==> src/rtl/bus_cycle_sched.sv <==
// Shares one SRAM port between CPU and DMA, with every access started on a phi1 rising edge. Ack comes WAIT_STATES ticks (+1 clk12) after the grant.
// Requests wait in IDLE until a tick, and only one access is in flight. Define BUS_SCHED_RR_EN for round-robin arbitration; the default is DMA priority.
module bus_cycle_sched #(
  parameter int AW          = 16,
  parameter int DW          = 16,
  parameter int WAIT_STATES = 1
) (
  input  logic          clk12,
  input  logic          reset,
  input  logic          phi1,
  input  logic          cpu_req,
  input  logic          cpu_we,
  input  logic [AW-1:0] cpu_addr,
  input  logic [DW-1:0] cpu_wdata,
  output logic          cpu_ack,
  output logic [DW-1:0] cpu_rdata,
  output logic          cpu_ready,
  input  logic          dma_req,
  input  logic          dma_we,
  input  logic [AW-1:0] dma_addr,
  input  logic [DW-1:0] dma_wdata,
  output logic          dma_ack,
  output logic [DW-1:0] dma_rdata,
  output logic          mem_en,
  output logic          mem_we,
  output logic [AW-1:0] mem_addr,
  output logic [DW-1:0] mem_wdata,
  input  logic [DW-1:0] mem_rdata
);

  localparam logic [3:0] WS = 4'(WAIT_STATES);

  typedef enum logic [1:0] {S_IDLE, S_ACCESS, S_WAIT, S_DONE} state_t;
  typedef enum logic [1:0] {G_NONE, G_CPU, G_DMA} grant_t;

  state_t        state_q, state_d;
  grant_t        grant_q, grant_d;
  logic [3:0]    wcnt_q, wcnt_d;
  logic          phi1_q;
  logic          tick;
  logic          take;
  logic          pick_dma;
  logic [DW-1:0] cpu_rdata_q, dma_rdata_q;

  assign tick = phi1 & ~phi1_q;

`ifdef BUS_SCHED_RR_EN
  logic rr_q; // 1: DMA wins the next tie
  assign pick_dma = dma_req & (~cpu_req | rr_q);

  always_ff @(posedge clk12) begin
    if (reset)
      rr_q <= 1'b0;
    else if (state_q == S_DONE)
      rr_q <= (grant_q == G_CPU);
  end
`else
  assign pick_dma = dma_req;
`endif

  always_ff @(posedge clk12) begin
    if (reset) begin
      phi1_q  <= 1'b0;
      state_q <= S_IDLE;
      grant_q <= G_NONE;
      wcnt_q  <= 4'd0;
    end else begin
      phi1_q  <= phi1;
      state_q <= state_d;
      grant_q <= grant_d;
      wcnt_q  <= wcnt_d;
    end
  end

  always_comb begin
    state_d = state_q;
    grant_d = grant_q;
    wcnt_d  = wcnt_q;
    take    = 1'b0;
    case (state_q)
      S_IDLE: begin
        if (tick && (cpu_req || dma_req)) begin
          take    = 1'b1;
          grant_d = pick_dma ? G_DMA : G_CPU;
          wcnt_d  = WS;
          state_d = S_ACCESS;
        end
      end
      S_ACCESS: state_d = (wcnt_q == 4'd0) ? S_DONE : S_WAIT;
      S_WAIT: begin
        if (tick) begin
          wcnt_d = wcnt_q - 4'd1;
          if (wcnt_q == 4'd1)
            state_d = S_DONE;
        end
      end
      S_DONE: begin
        grant_d = G_NONE;
        state_d = S_IDLE;
      end
      default: state_d = S_IDLE;
    endcase
  end

  // Read data is valid in the DONE cycle, so it is passed through while ack is high
  always_comb begin
    mem_en    = (state_q == S_ACCESS);
    cpu_ack   = (state_q == S_DONE) && (grant_q == G_CPU);
    dma_ack   = (state_q == S_DONE) && (grant_q == G_DMA);
    cpu_ready = ~(cpu_req & ~cpu_ack);
    cpu_rdata = (cpu_ack & ~mem_we) ? mem_rdata : cpu_rdata_q;
    dma_rdata = (dma_ack & ~mem_we) ? mem_rdata : dma_rdata_q;
  end

  always_ff @(posedge clk12) begin
    if (reset) begin
      mem_we      <= 1'b0;
      mem_addr    <= '0;
      mem_wdata   <= '0;
      cpu_rdata_q <= '0;
      dma_rdata_q <= '0;
    end else begin
      if (take) begin
        mem_we    <= pick_dma ? dma_we    : cpu_we;
        mem_addr  <= pick_dma ? dma_addr  : cpu_addr;
        mem_wdata <= pick_dma ? dma_wdata : cpu_wdata;
      end
      if (cpu_ack && !mem_we)
        cpu_rdata_q <= mem_rdata;
      if (dma_ack && !mem_we)
        dma_rdata_q <= mem_rdata;
    end
  end

endmodule

==> config.mk <==
export PLATFORM = sky130hd
export DESIGN_NAME = bus_cycle_sched
export DESIGN_NICKNAME = d
export VERILOG_FILES = /design/src/rtl/bus_cycle_sched.sv
export SDC_FILE = /design/constraint.sdc
export NUM_CORES = 1
export LEC_CHECK = 0
export CORE_UTILIZATION = 42
export CTS_CLUSTER_SIZE = 8
export DETAILED_ROUTE_END_ITERATION = 6
export HOLD_SLACK_MARGIN = 0.15
export PLACE_DENSITY = 0.8
export SETUP_SLACK_MARGIN = 0.15
export SYNTH_ARGS = -nofsm -noshare
export SYNTH_HDL_FRONTEND = slang
export SYNTH_SLANG_ARGS = --single-unit
==> constraint.sdc <==
create_clock -name clk12 -period 2.1 [get_ports clk12]
set_clock_uncertainty 0.15 [all_clocks]
set_input_delay 0.42 -clock clk12 [delete_from_list [all_inputs] [get_ports clk12]]
set_output_delay 0.42 -clock clk12 [all_outputs]
set_load 0.005 [all_outputs]
==> flow_metrics.py <==
metrics = {
    "timing": {
        "finalHoldViolations": 0,
        "maxSlewViolCount": 0,
        "period_needed_ps": 2410,
        "maxSlewHeadroom_pct": 67.0,
        "min_period_over_period_pct": 115,
        "rsz0062_at_grt": "true",
        "worstMarginPinSlew_ps": 494,
        "fin_ws_ps": -308,
        "setup_viol": 33,
        "fmax_mhz": 415,
    },
    "drt": {
        "drc": 0,
        "via_count": 3049,
        "dr.pass1.iters": 4,
        "drt-vias-per-instance": 5.00,
        "detail_route.wl_per_cell_um": 16.0,
        "routed_wirelength_um": 9750,
        "first_iter_violations": 113,
        "antenna_left": 0,
    },
    "synthesis": {
        "synth.distinct_cells": 34,
        "synth_xor_area_share_pct": 0.249,
        "synth_mux_area_share_pct": 22.0,
        "synth_top_family_by_area": "multiplexers",
        "synthArstFlopShare_pct": 0,
        "yosys-top-cells-count": "74 x dfxtp_1, 39 x nor2_1, 34 x mux2i_1",
        "yosysWarnings": 0,
        "synthCells": 324,
        "synthSimpleGateAreaFrac_pct": 15.2,
        "syn_avg_cell_area_um2": 10.9,
        "synth_most_common_cell": "dfxtp_1",
        "synth_compound_area_share_pct": 12.7,
        "synth_top_flop_cell": "dfxtp_1",
        "synth_fa_ha_area_share_pct": 2.84,
        "synth.area.top_cells": "dfxtp_1 42%, mux2i_1 9.7%, mux2_4 8.5%",
        "yosys.area.top_type": "dfxtp_1",
        "syn_nets": 419,
        "yosysTopAreaCellShare_pct": 42.1,
        "postSynthRegisterBits": 74,
        "synth-edff-count": 0,
        "synth_area_um2": 3520,
        "ys_seq_area_share_pct": 42.1,
    },
    "die": {
        "rows": 33,
        "die_h_um": 93.6,
        "start_util_pct": 43.1,
        "ios": 156,
        "fp.dieW_um": 93.6,
        "core_area_um2": 8180,
        "die_area_um2": 8760,
    },
    "setup_path": {
        "cp_num_buf_inv": 3,
        "crit_arrival_ps": 1840,
        "crit_chain": "ha_4 > and4bb_4 > buf_12 > buf_6 > mux2_4 > buf_6",
        "path_max_fanout": 6,
        "crit_start": "state_q[0]$_SDFFE_PP0P_",
        "cp-start-kind": "flip-flop",
        "crit_slowest_cell": "dfxtp_2",
        "crit_required_ps": 1530,
        "worst_setup_path_end_kind": "output port",
        "critPathKind": "reg2out",
        "r2r-start": "state_q[0]$_SDFFE_PP0P_",
        "crit_family": "flip-flops",
        "max_stage_delay_ps": 370,
        "path_common_cell": "buf_6",
    },
    "final_layout": {
        "layout-drive-gt1-share_pct": 30.1,
        "n_antenna_cell": 0,
        "final_cells": 610,
        "fillers": 588,
        "final_nets": 595,
        "synthToLayoutAreaGrowth_pct": 63.9,
        "utilization_pct": 70.6,
    },
    "global_route": {
        "grt_pass1_vias": 3131,
        "grt_max_degree": 50,
        "overflow": 0,
        "grt_pass1_wl_um": 15400,
        "antenna_found_initial": 0,
        "grt_usage_pct": 22.9,
    },
    "cts": {
        "clkLatencyLatePin_ps": 340,
        "cts-root-buf": "clkbuf_8",
        "clock_sinks": 74,
        "cts_buffer_depth": 2,
        "ctsHoldBuffers": 0,
        "cts_tree": "built",
        "path_clk_slew_ps": 80,
        "cts_buffers": 9,
        "htreeDepth": 3,
    },
    "run_status": {
        "violations": "setup timing",
        "status": "complete, but fails checks",
    },
    "placement": {
        "dp_slack_ps": -239,
        "hpwl_um": 6670,
        "dp.cells": 579,
        "place.gp.congestion": 0.852,
        "place.port_buffers": 155,
    },
    "power": {
        "leakagePower_uw": 0.00236,
        "power_density_nw_per_um2": 745,
        "peakVddDrop_v": 0.000514,
    },
    "worst_hold_path": {
        "hp-start": "dma_req",
        "hold_class": "in2reg",
    },
    "job": {
        "cap_viol_max_count": 0,
    },
}
worst paths after layout:
check	cells after the start	slack, ps	endpoint
worst min register to register	2	340	wcnt_q[3]$_SDFFE_PP0P_
worst min-delay path	3	290	grant_q[1]$_SDFFE_PP0P_
worst max-delay path	6	-310	cpu_rdata[14]
worst max register to register	7	220	cpu_rdata_q[14]$_SDFFE_PP0P_
flip-flops by register name, indices dropped and copies added, names as in the netlist:
name and cells:
cpu_rdata_q 16, dma_rdata_q 16, grant_q 2, mem_addr 16, mem_wdata 16, mem_we 1, phi1_q 1, state_q 2
wcnt_q 4
metal layers:
layer  wire length, um  part of all wire [%]  track usage, %  up-vias
met2              5130                    53            40.7       83
met4               223                   2.3            9.87        0
met5                 0                     0               0        -
met3               453                   4.6            5.20       19
li1                  -                     -               -     1488
met1              3940                    40            26.1     1459
layout by cell type (no fill, tap or decap), types with 2 or more instances in the layout:
cell type,n
a211oi_1,16
a211oi_2,20
a21o_1,2
a21oi_1,7
and3b_1,2
buf_12,4
buf_16,2
buf_2,5
buf_4,18
buf_6,41
clkbuf_8,10
clkdlybuf4s50_1,116
clkinv_4,2
dfxtp_1,71
dfxtp_2,2
ha_1,5
ha_4,3
inv_1,3
inv_4,2
inv_6,2
mux2_4,32
mux2i_1,34
nand2b_1,6
nand3_1,3
nand3b_1,3
nor2_1,39
nor2b_1,33
what timing repair did:
item                       CTS  global route
setup endpoints to repair   36            42
gates resized for setup    206            10
pin swaps                    2             2
hold endpoints to repair     0             0
cloned                       2             0
buffers inserted            10             3
power breakdown:
| part | switching (uW) | internal (uW) | leakage [uW] | total, uW |
|---|---|---|---|---|
| clock network | 563 | 594 | 0.000103 | 1160 |
| registers | 109 | 1580 | 0.000605 | 1690 |
| logic | 646 | 808 | 0.00165 | 1450 |
| total | 1320 | 2980 | 0.00236 | 4300 |
kinds of logic (layout without fill, tap and decap cells):
family,count (synthesis),after routing
simple gates,98,98
flops,74,74
compound gates,48,48
fa+ha+maj,8,8
xor+xnor,1,1
buf+inv,29,210
mux,66,66
worst reg2reg max path, stage by stage (launching register included):
cell and delay, ps:
dfxtp_2 370, ha_4 140, and4bb_4 300, buf_12 140, buf_6 110, mux2_4 310, buf_4 130, nor2b_1 120
final cells by class:
type | count | area (um^2) | share of cell area [%]
Multi-Input combinational cell | 221 | 1960 | 34.0
Timing Repair Buffer | 189 | 1950 | 33.9
Sequential cell | 74 | 1490 | 25.8
Clock buffer | 10 | 138 | 2.38
Tap cell | 105 | 131 | 2.28
Clock inverter | 6 | 72.6 | 1.26
Inverter | 5 | 23.8 | 0.412
per-stage QoR:
| step | hold slack (ps) | total power (uW) | setup TNS (ps) | instance area (um^2) |
|---|---|---|---|---|
| floorplan | 293 | 2400 | 0 | 3530 |
| global placement | 310 | 3010 | -5450 | 5240 |
| detailed placement | 339 | 3050 | -6390 | 5240 |
| CTS | 264 | 4250 | -8030 | 5710 |
| global route | 278 | 4550 | -10220 | 5770 |
| finish | 287 | 4300 | -8520 | 5770 |
No activity file was read; power rests on OpenSTA's default activity.
